==> src/rtl/serial_add_sched.sv <==
// serial_add_sched: bit-serial W-bit adder shared by two requesters.
// A round-robin arbiter grants one requester. Its operands are then streamed
// LSB-first through a single registered full-adder cell (sync_fa), and the
// carry is fed back each cycle. The assembled sum and carry-out are reported
// with a one-cycle done pulse to the granted requester.
// Ports:
//   clk, rst_n             clock, asynchronous active-low reset
//   req0/a0/b0/cin0        requester 0 request (level) and operands
//   req1/a1/b1/cin1        requester 1 request (level) and operands
//   gnt0, gnt1             grant, held from grant edge through the DONE cycle
//   done0, done1           one-cycle result-valid pulse
//   busy                   high whenever the controller is not IDLE
//   sum_o, cout_o          result registers, updated at the end of each add

// Registered 1-bit full adder, one cycle latency, no reset.
module sync_fa (
    input  logic clk,
    input  logic a,
    input  logic b,
    input  logic cin,
    output logic sum,
    output logic cout
);
    always_ff @(posedge clk) begin
        sum  <= a ^ b ^ cin;
        cout <= (a & b) | (a & cin) | (b & cin);
    end
endmodule

module serial_add_sched #(
    parameter int unsigned W  = 8,
    parameter int unsigned CW = 4
) (
    input  logic         clk,
    input  logic         rst_n,
    input  logic         req0,
    input  logic [W-1:0] a0,
    input  logic [W-1:0] b0,
    input  logic         cin0,
    input  logic         req1,
    input  logic [W-1:0] a1,
    input  logic [W-1:0] b1,
    input  logic         cin1,
    output logic         gnt0,
    output logic         gnt1,
    output logic         done0,
    output logic         done1,
    output logic         busy,
    output logic [W-1:0] sum_o,
    output logic         cout_o
);
    typedef enum logic [1:0] {IDLE, RUN, DONE} state_t;

    state_t          state;
    logic [W-1:0]    a_sh;
    logic [W-1:0]    b_sh;
    logic            cin_r;
    logic [CW-1:0]   bit_cnt;
    logic            last_gnt;
    logic            sel;
    logic            pick1_c;
    logic            fa_cin_c;
    logic            fa_sum;
    logic            fa_cout;

    // Single request wins; a tie goes to the requester not served last.
    always_comb begin
        pick1_c = req1 & (~req0 | ~last_gnt);
    end

    // Bit 0 takes the loaded carry-in, later bits take the cell's own carry.
    always_comb begin
        fa_cin_c = (bit_cnt == '0) ? cin_r : fa_cout;
    end

    sync_fa u_fa (
        .clk  (clk),
        .a    (a_sh[0]),
        .b    (b_sh[0]),
        .cin  (fa_cin_c),
        .sum  (fa_sum),
        .cout (fa_cout)
    );

    // Arbitration, operand streaming and result assembly.
    always_ff @(posedge clk or negedge rst_n) begin
        if (!rst_n) begin
            state    <= IDLE;
            a_sh     <= '0;
            b_sh     <= '0;
            cin_r    <= 1'b0;
            bit_cnt  <= '0;
            last_gnt <= 1'b1;
            sel      <= 1'b0;
            gnt0     <= 1'b0;
            gnt1     <= 1'b0;
            done0    <= 1'b0;
            done1    <= 1'b0;
            busy     <= 1'b0;
            sum_o    <= '0;
            cout_o   <= 1'b0;
        end else begin
            case (state)
                IDLE: begin
                    if (req0 | req1) begin
                        sel      <= pick1_c;
                        last_gnt <= pick1_c;
                        a_sh     <= pick1_c ? a1 : a0;
                        b_sh     <= pick1_c ? b1 : b0;
                        cin_r    <= pick1_c ? cin1 : cin0;
                        gnt0     <= ~pick1_c;
                        gnt1     <= pick1_c;
                        busy     <= 1'b1;
                        bit_cnt  <= '0;
                        state    <= RUN;
                    end
                end
                RUN: begin
                    a_sh    <= a_sh >> 1;
                    b_sh    <= b_sh >> 1;
                    bit_cnt <= bit_cnt + 1'b1;
                    // Cell output now holds bit (bit_cnt-1); store it in place.
                    for (int unsigned i = 0; i < W; i++) begin
                        if (CW'(i + 1) == bit_cnt) begin
                            sum_o[i] <= fa_sum;
                        end
                    end
                    if (bit_cnt == CW'(W)) begin
                        cout_o <= fa_cout;
                        done0  <= ~sel;
                        done1  <= sel;
                        state  <= DONE;
                    end
                end
                DONE: begin
                    done0 <= 1'b0;
                    done1 <= 1'b0;
                    gnt0  <= 1'b0;
                    gnt1  <= 1'b0;
                    busy  <= 1'b0;
                    state <= IDLE;
                end
                default: begin
                    state <= IDLE;
                end
            endcase
        end
    end
endmodule

==> config.mk <==
export PLATFORM = sky130hd
export DESIGN_NAME = serial_add_sched
export DESIGN_NICKNAME = d
export VERILOG_FILES = /design/src/rtl/serial_add_sched.sv
export SDC_FILE = /design/constraint.sdc
export NUM_CORES = 1
export LEC_CHECK = 0
export CORE_MARGIN = 3
export CORE_UTILIZATION = 40
export CTS_CLUSTER_DIAMETER = 100
export DETAILED_ROUTE_END_ITERATION = 16
export PLACE_DENSITY = 0.79
export RECOVER_POWER = 100
export SYNTH_ARGS = -nofsm -noshare
export SYNTH_HDL_FRONTEND = slang
export SYNTH_SLANG_ARGS = --single-unit
==> constraint.sdc <==
create_clock -name clk -period 2.6 [get_ports clk]
set_clock_uncertainty 0.15 [all_clocks]
set_input_delay 0.39 -clock clk [delete_from_list [all_inputs] [get_ports clk]]
set_output_delay 0.39 -clock clk [all_outputs]
set_load 0.005 [all_outputs]
[Yosys cells after proc, flatten, opt, wreduce, memory -nomap -nowiden]
Cells that the tools add are included.
Word-level totals
  bits in registers: 41
  bits in latches: 0
  memory bits (writable): 0
  ROM bits: 0
  input port bits: 38
  output and inout bits: 14
  logic and storage cells: 93
  memories kept: 0
Operators by class
  add/sub/neg operators: 1
  multiply operators: 0
  div/mod/pow operators: 0
  magnitude comparators: 0
  equal/unequal tests: 13
  shift-type cells: 0
  multiplexer cells: 23
  bitwise logic cells: 14
  reduce and logical (&&, ||, !) cells: 19
Operator list (number)
  2-to-1 mux 8 bit: 4
  one-hot mux 8 bit (2 select lines): 2
  AND reduction 2 bit: 14
  equality test 3 x 4 -> 1 bit, first input constant: 4
  one-hot mux 1 bit (2 select lines): 5
  equality test 2 x 4 -> 1 bit, first input constant: 2
  one-hot mux 4 bit (2 select lines): 1
  2-to-1 mux 1 bit: 7
  nonzero test 2 bit: 3
  adder 4 x 1 -> 4 bit, second input constant: 1
  bitwise AND 1 bit: 4
  equality test 1 x 4 -> 1 bit, first input constant: 1
  equality test 4 bit, first input constant: 1
  equality test 4 bit, second input constant: 1
  logical NOT 4 bit: 1
  2-to-1 mux 2 bit: 2
  2-to-1 mux 4 bit: 1
  inequality test 2 bit, second input constant: 2
  inverter 1 bit: 4
  bitwise OR 1 bit: 4
  one-hot mux 2 bit (2 select lines): 1
  equality test 2 x 1 -> 1 bit, second input constant: 1
  equality test 2 bit, second input constant: 1
  logical NOT 2 bit: 1
  XOR 1 bit: 2

[Logic depth before layout (Yosys ltp)]
Gate-level depths: netlist of the first run.
  depth after elaboration: 6
  gate-level depth with buffers: 6
  mapped depth without buffers: 6

[Hierarchy]
From an unflattened synthesis of the first run, not the netlist that was laid out.
Second synthesis, totals
  cell total of the unflattened synthesis: 174
  area, all modules: 1980.6 sq um
Modules (own cells, without submodules)
  serial_add_sched: times used 1, cells each 171, area an instance 1920.6 sq um
  sync_fa: times used 1, cells each 3, area an instance 60.1 sq um

[Worst setup path after synthesis of the first run]
Ideal clock, no wire load.
  path type: reg-to-reg
  start: reg bit_cnt[0]
  end: reg u_fa.sum
  library setup time: 0.057 ns
  arrival: 1.574 ns
  path slack: 0.819 ns
  stages on the path, launching flop included: 7
  path buffers: 0
  clock period less this slack: 1.781 ns
  path through: dfrtp_1 inv_1 ha_1 nor3b_1 mux2i_1 fa_1 inv_1
Between the ends
  cells in the longest elaborated chain, start to end: 3
Ends and longest elaborated chain
  start, declared: RTL line 58  | logic [CW-1:0] bit_cnt;
  start signal, assigned: RTL line 121  | bit_cnt <= bit_cnt + 1'b1;
  logical NOT 4 bit: RTL line 73  | fa_cin_c = (bit_cnt == '0) ? cin_r : fa_cout;
  2-to-1 mux 1 bit: RTL line 73
  XOR 1 bit: RTL line 25  | sum <= a ^ b ^ cin;
  end signal, assigned: RTL line 25
  end, declared: RTL line 21  | output logic sum,
Every way passes these cells.
A chain may end at the register's enable or synchronous reset.

[Worst setup path in the final report of the first run]
  start: reg state[1]
  end: reg a_sh[0]
Between the ends
  cells in the longest elaborated chain, start to end: 3
  elaborated cells between the ends (all ways): 6
  those cells by class: eq/ne (2); mux (1); reduce/logical (3)
Ends and longest elaborated chain
  start, declared: RTL line 54  | state_t state;
  start signal, assigned: RTL line 88  | state <= IDLE;
  start signal, assigned: RTL line 115  | state <= RUN;
  start signal, assigned: RTL line 132  | state <= DONE;
  equality test 2 x 1 -> 1 bit or logical NOT 2 bit (tied branches): RTL line 103  | case (state)
  nonzero test 2 bit (no source line) or inequality test 2 bit (tied branches)
  AND reduction 2 bit (no source line)
  end signal, assigned: RTL line 108  | a_sh <= pick1_c ? a1 : a0;
  end signal, assigned: RTL line 119  | a_sh <= a_sh >> 1;
  end, declared: RTL line 55  | logic [W-1:0] a_sh;
Parallel ways exist; a longest one is shown, timed or not.

==> results_dict.tcl, run 1 <==
set metrics [dict create \
    status "complete, but fails checks" \
    synth_nets 236 \
    yosysUniqueCellTypes 37 \
    finalHoldViolations 0 \
    synth-edff-count 0 \
    initial_core_util_pct 41.8 \
    clk_pin_slew_ps 80 \
    crit_path_end_kind "register" \
    port_buffers 51 \
    core_area_um2 4790 \
    holdWs_ps 336 \
    clockPowerShare_pct 17.1 \
    maxCapViolations 1 \
    syn_inst 193 \
    critPathArrivalTime_ps 2360 \
    cts_buffer_depth 2 \
    swShare_pct 34.9 \
    path_class "reg -> reg" \
    setup-tns-final_ps 0 \
    path_cells "nor2_2 > nand3_1 > o211ai_1" \
    p_leak_uw 0.00114 \
    max_freq_mhz 432 \
    post-route-drc-count 0 \
    irDropWorstVdd_mv 0.352 \
    crit_path_top_delay_cell "nand3_1" \
    seq_power_share_pct 44.3 \
    cts_setup_buffers 0 \
    rsz0062_at_grt "no" \
    hp-class "reg -> reg" \
    ant_nets 0 \
    intPower_uw 1640 \
    synth_ff_type "dfrtp_1" \
    via_count 1689 \
    ctsHtreeMaxLevel 2 \
    ys_ff_latch 41 \
    setup_viol 0 \
    boundaryPins 52 \
    numCtsBuffers 5 \
    layout_common_cells "38 x dfrtp_1, 35 x clkdlybuf4s50_1, 22 x inv_1" \
    area_growth_pct 32.6 \
    drtIter0Drc 140 \
    wire_per_inst_um 14.7 \
    grt_pass1_vias 1620 \
    pre_cts_ws_ps 324 \
    dp_hpwl_mm 3.29 \
    worstPathMaxFanout 17 \
    layout_commonest_cell "dfrtp_1" \
    fin_ws_ps 287 \
    clk_latency_ps 290 \
    ys_seq_area_share_pct 50.8 \
    ctsResizeCount 0 \
    drive_above_1_share_pct 7.76 \
    grt_pass1_wl_mm 7.62 \
    cts-root-buf "clkbuf_8" \
    synth_area_um2 2000 \
    fillCellCount 413 \
    hold_path_depth 1 \
    min_period_ps 2310 \
    die_w_um 76.7 \
    antenna_cells 0 \
    antenna_found_initial 0 \
    crit_path_start_kind "register" \
    first_pass_iters 4 \
    grt_use_total_pct 16.2 \
    cpPeakStageDelay_ps 610 \
    synthArstFlopShare_pct 95.1 \
    postSynthAreaPerCell_um2 10.4 \
    relSlewSlack_pct -37.4 \
    fin_nets 287 \
    grt_max_degree 40 \
    rows 25 \
    combPwrFrac_pct 38.6 \
    cts.sinks 41 \
    switchingPower_uw 880 \
    required_ps 2640 \
    wirelength_mm 4.58 \
    routed_via_density 5.41 \
    place_inst 304 \
    min_period_over_period_pct 89.0 \
    violations "capacitance limit, slew limit" \
    slew_viol_final 40 \
    ff2ff_path_depth 3 \
    die-area_um2 5890 \
    gp_congestion 0.793 \
    power_density_nw_per_um2 951 \
    worstMarginPinSlew_ps 2060 \
    synth-warning-count 0 \
    cts_tree "built" \
    fin_cells 312 \
    ctsHoldBuffers 0 \
    gr-total-overflow 0 \
    chipHeight_um 76.7 \
]
==> power by group through the flow <==
stage | registers, uW | clock network [uW] | logic, uW
3_3_place_gp | 1130 | 0 | 991
5_1_grt | 1160 | 469 | 1090
6_report | 1120 | 431 | 975
4_1_cts | 1130 | 438 | 1030
3_5_place_dp | 1140 | 0 | 1030
2_1_floorplan | 1080 | 0 | 633
==> per-stage QoR <==
stage | instance area [um^2] | total power (uW) | utilization, %
3_3_place_gp | 2580 | 2120 | 53.8
5_1_grt | 2660 | 2720 | 55.5
2_1_floorplan | 2000 | 1710 | -
3_5_place_dp | 2580 | 2170 | 53.8
6_report | 2660 | 2520 | 55.5
4_1_cts | 2670 | 2600 | 55.7
==> final timing paths <==
kind | slack (ps) | endpoint | startpoint
max | 290 | a_sh[0] | state[1]
min | 340 | sum_o[3] | sum_o[3]
max reg2reg | 290 | a_sh[0] | state[1]
min reg2reg | 340 | sum_o[3] | sum_o[3]
max in group asynchronous | 590 | a_sh[2] | rst_n
min in group asynchronous | 530 | sum_o[5] | rst_n
==> final cells by class <==
class | instances | area [um^2] | area share, %
clock buffers | 8 | 90.1 | 3.39
multi-input cells | 118 | 843 | 31.8
flip-flops and latches | 41 | 1020 | 38.3
well taps | 67 | 83.8 | 3.16
repair buffers | 56 | 538 | 20.3
inverters | 22 | 82.6 | 3.11
==> sequential cells by signal, indices dropped and copies added, names as in the netlist <==
register and count:
sel 1, b_sh 8, sum_o 8, done1 1, cout_o 1, gnt1 1, last_gnt 1, state 2
a_sh 8, u_fa.sum 1, done0 1, busy 1, gnt0 1, u_fa.cout 1, bit_cnt 4, cin_r 1
==> synth_stat cells, types with 2 or more instances <==
cell type	instances	area share, %
dfrtp_1	38	47
inv_1	22	4.1
o21ai_0	21	5.2
o211ai_1	17	6.4
nand2_1	14	2.6
a32oi_1	12	5.2
buf_2	6	1.5
clkbuf_1	5	0.94
mux2_2	5	2.8
nand3_1	5	1.2
nand4_1	5	1.6
ha_1	4	2.5
mux2_1	4	2.2
nor2_1	3	0.56
a21o_1	2	0.75
and3_1	2	0.62
dfxtp_1	2	2.0
mux2i_1	2	1.0
nand2b_1	2	0.62
nand3b_1	2	0.75
o21a_1	2	0.75
o311ai_0	2	0.88
o31ai_1	2	0.75
==> layer usage <==
| metal | GRT usage [%] | routed length (um) |
|---|---|---|
| met1 | 21.5 | 2050 |
| met3 | 4.93 | 305 |
| met5 | 0 | 0 |
| met4 | 6.34 | 67 |
| met2 | 24.7 | 2160 |
==> worst max-delay path: cells and delay by family (launching register included) <==
kind	cells	cell delay, ps
compound gates	1	390
flops	1	570
simple gates	2	1100
==> kinds of logic (layout without fill, tap and decap cells) <==
group	after synthesis	count (layout)	share of synthesized area [%]
compound gates	62	62	21.7
flops	41	41	50.8
simple gates	40	40	11.1
buf+inv	34	86	6.75
mux	11	11	6.06
fa+ha+maj	5	5	3.50
Note: power is estimated with default switching activity, not from simulation.
==> inputs of run 2 (changes only) <==
--- a/config.mk
+++ b/config.mk
@@ -8,6 +8,7 @@
 export CORE_MARGIN = 3
 export CORE_UTILIZATION = 40
 export CTS_CLUSTER_DIAMETER = 100
+export CTS_CLUSTER_SIZE = 12
 export DETAILED_ROUTE_END_ITERATION = 16
 export PLACE_DENSITY = 0.79
 export RECOVER_POWER = 100
==> results of run 2 <==
The final DEF is identical to that of run 1; final timing and power are the same.
==> inputs of run 3 (changes only) <==
--- a/config.mk
+++ b/config.mk
@@ -5,13 +5,16 @@
 export SDC_FILE = /design/constraint.sdc
 export NUM_CORES = 1
 export LEC_CHECK = 0
+export CAP_MARGIN = 10
 export CORE_MARGIN = 3
 export CORE_UTILIZATION = 40
 export CTS_CLUSTER_DIAMETER = 100
 export CTS_CLUSTER_SIZE = 12
 export DETAILED_ROUTE_END_ITERATION = 16
-export PLACE_DENSITY = 0.79
+export DONT_BUFFER_PORTS = 1
+export PLACE_DENSITY = 0.65
 export RECOVER_POWER = 100
 export SYNTH_ARGS = -nofsm -noshare
 export SYNTH_HDL_FRONTEND = slang
+export SYNTH_HIERARCHICAL = 1
 export SYNTH_SLANG_ARGS = --single-unit
==> results_dict.tcl, run 3 <==
set metrics [dict create \
    syn_inst 174 \
    critPathArrivalTime_ps 2120 \
    cts_tree "built" \
    ant_nets 0 \
    port_buffers 0 \
    path_cells "clkbuf_1 > nand2b_1 > nor3_4 > mux2_1" \
    drtIter0Drc 72 \
    synth_most_common_cell "dfrtp_1" \
    setup_viol 0 \
    crit_path_end_kind "register" \
    crit_path_top_delay_cell "nand2b_1" \
    synth-warning-count 6 \
    numCtsBuffers 5 \
    max_freq_mhz 476 \
    synth_top_cell_by_area "dfrtp_1" \
    core_area_um2 4560 \
    rows 24 \
    slew_viol_final 0 \
    cts_setup_buffers 0 \
    p_leak_uw 0.000951 \
    dp_hpwl_mm 3.03 \
    netlist.area_leader.share_pct 48.0 \
    drive_above_1_share_pct 14.2 \
    grt_pass1_vias 1366 \
    layout_common_cells "38 x dfrtp_1, 24 x nand2_1, 20 x mux2i_1" \
    synthArstFlopShare_pct 95.1 \
    chipHeight_um 76.4 \
    grt_use_total_pct 14.9 \
    boundaryPins 52 \
    via_count 1357 \
    ctsHtreeMaxLevel 2 \
    reg_top3 "a_sh x8, b_sh x8, sum_o x8" \
    post-route-drc-count 0 \
    ys_ff_latch 41 \
    cts.sinks 41 \
    synth_ff_type "dfrtp_1" \
    antenna_found_initial 0 \
    crit_family "simple AND/OR/NAND/NOR gates" \
    irDropWorstVdd_mv 0.534 \
    rsz0062_at_grt "no" \
    required_ps 2620 \
    cts_buffer_depth 2 \
    gr-total-overflow 0 \
    initial_core_util_pct 43.4 \
    synth_nets 217 \
    maxCapViolations 0 \
    min_period_over_period_pct 80.8 \
    grt_pass1_wl_mm 6.91 \
    path_class "reg -> reg" \
    first_pass_iters 4 \
    fin_ws_ps 498 \
    postSynthAreaPerCell_um2 11.4 \
    synth-edff-count 0 \
    crit_path_start_kind "register" \
    layout_commonest_cell "dfrtp_1" \
    clk_latency_ps 300 \
    path_buf_inv 1 \
    synthTopCellsByArea "dfrtp_1 48%, mux2i_1 10%, o221ai_1 5.3%, mux2_2 4.5%, nand2_1 4.5%" \
    antenna_cells 0 \
    area_growth_pct 10.3 \
    clk_pin_slew_ps 80 \
    ys_seq_area_share_pct 51.4 \
    hp-class "in -> reg" \
    cpPeakStageDelay_ps 440 \
    yosysUniqueCellTypes 36 \
    worstMarginPinSlew_ps 968 \
    synth_area_um2 1980 \
    power_density_nw_per_um2 1130 \
    worstPathMaxFanout 15 \
    wirelength_mm 4.10 \
    status "completed" \
    setup-tns-final_ps 0 \
    gp_congestion 0.827 \
    finalHoldViolations 0 \
    routed_via_density 5.47 \
    fin_nets 225 \
    min_period_ps 2100 \
    die-area_um2 5830 \
    relSlewSlack_pct 35.5 \
    wire_per_inst_um 16.5 \
    pre_cts_ws_ps 695 \
    die_w_um 76.4 \
    grt_max_degree 40 \
    cts-root-buf "clkbuf_8" \
    synth_common_cells "38 x dfrtp_1, 24 x nand2_1, 20 x mux2i_1" \
]
==> run 3: cell types whose count changed after synthesis, moves of 5 or more <==
cell      before  now
a32oi_1       12    0
inv_1         22    9
mux2i_1        2   20
nand2_1       14   24
nand3_1        5    0
o211ai_1      17    4
o21ai_0       21   15
o221ai_1       0   12
==> run 3: path summary, 6_finish.rpt <==
check                         start       end  cells past startpoint  slack [ps]
setup / recovery           state[1]    cout_o                      4         500
hold / removal                 cin0     cin_r                      1         100
setup reg to reg           state[1]    cout_o                      4         500
hold reg to reg             a_sh[2]   a_sh[1]                      2         340
max in group asynchronous     rst_n  state[0]                      2        1060
min in group asynchronous     rst_n   b_sh[0]                      2         640
==> run 3: metal layers <==
layer	up-vias	part of all wire (%)	track usage, %
met1	661	46	19.7
met2	47	46	22.6
met4	0	1.2	5.07
met3	6	6.8	5.44
li1	643	-	-
met5	-	0	0
==> run 3: per-stage QoR <==
stage	instance area, um^2	hold slack (ps)	util, %	std cells	total power (uW)
global placement	2050	-53.8	45.0	236	1930
floorplan	1980	-55.6	-	174	1760
CTS	2220	83.7	48.7	248	2540
finish	2180	96.7	47.9	248	2480
global route	2180	86.7	47.9	248	2680
detailed placement	2060	-53.9	45.1	237	1980
==> run 3: worst reg2reg max path: cells and delay by family (launching register included) <==
family / cells / cell delay, ps
mux: 1 / 360
flops: 1 / 400
buf+inv: 1 / 260
simple gates: 2 / 810
==> run 3: logic make-up (layout without fill, tap and decap cells) <==
logic type / count (synthesis) / after routing / synth area share, %
AOI/OAI and AO/OA: 40 / 40 / 14.0
adders and majority gates: 5 / 5 / 3.54
buffers and inverters: 17 / 26 / 4.23
DFF: 41 / 41 / 51.4
muxes: 30 / 30 / 16.2
and+or+nand+nor: 41 / 41 / 10.7
==> run 3: area by class of cell <==
type / instances / area (um^2)
inverter: 9 / 33.8
sequential: 41 / 1020
tap: 65 / 81.3
multi-input combinational: 116 / 870
fill: 457 / 2380
clock inverter: 2 / 37.5
timing repair buffer: 9 / 62.6
clock buffer: 6 / 82.6
==> run 3: where the power goes <==
group	internal, uW	switching [uW]
registers	926	214
clock network	312	225
logic	366	435
total	1600	874
==> run 3: repair_timing <==
item | in CTS | in global routing
setup endpoints to repair | 0 | 0
hold buffers | 3 | 0
hold endpoints to repair | 40 | 0
resized for setup | 0 | 0
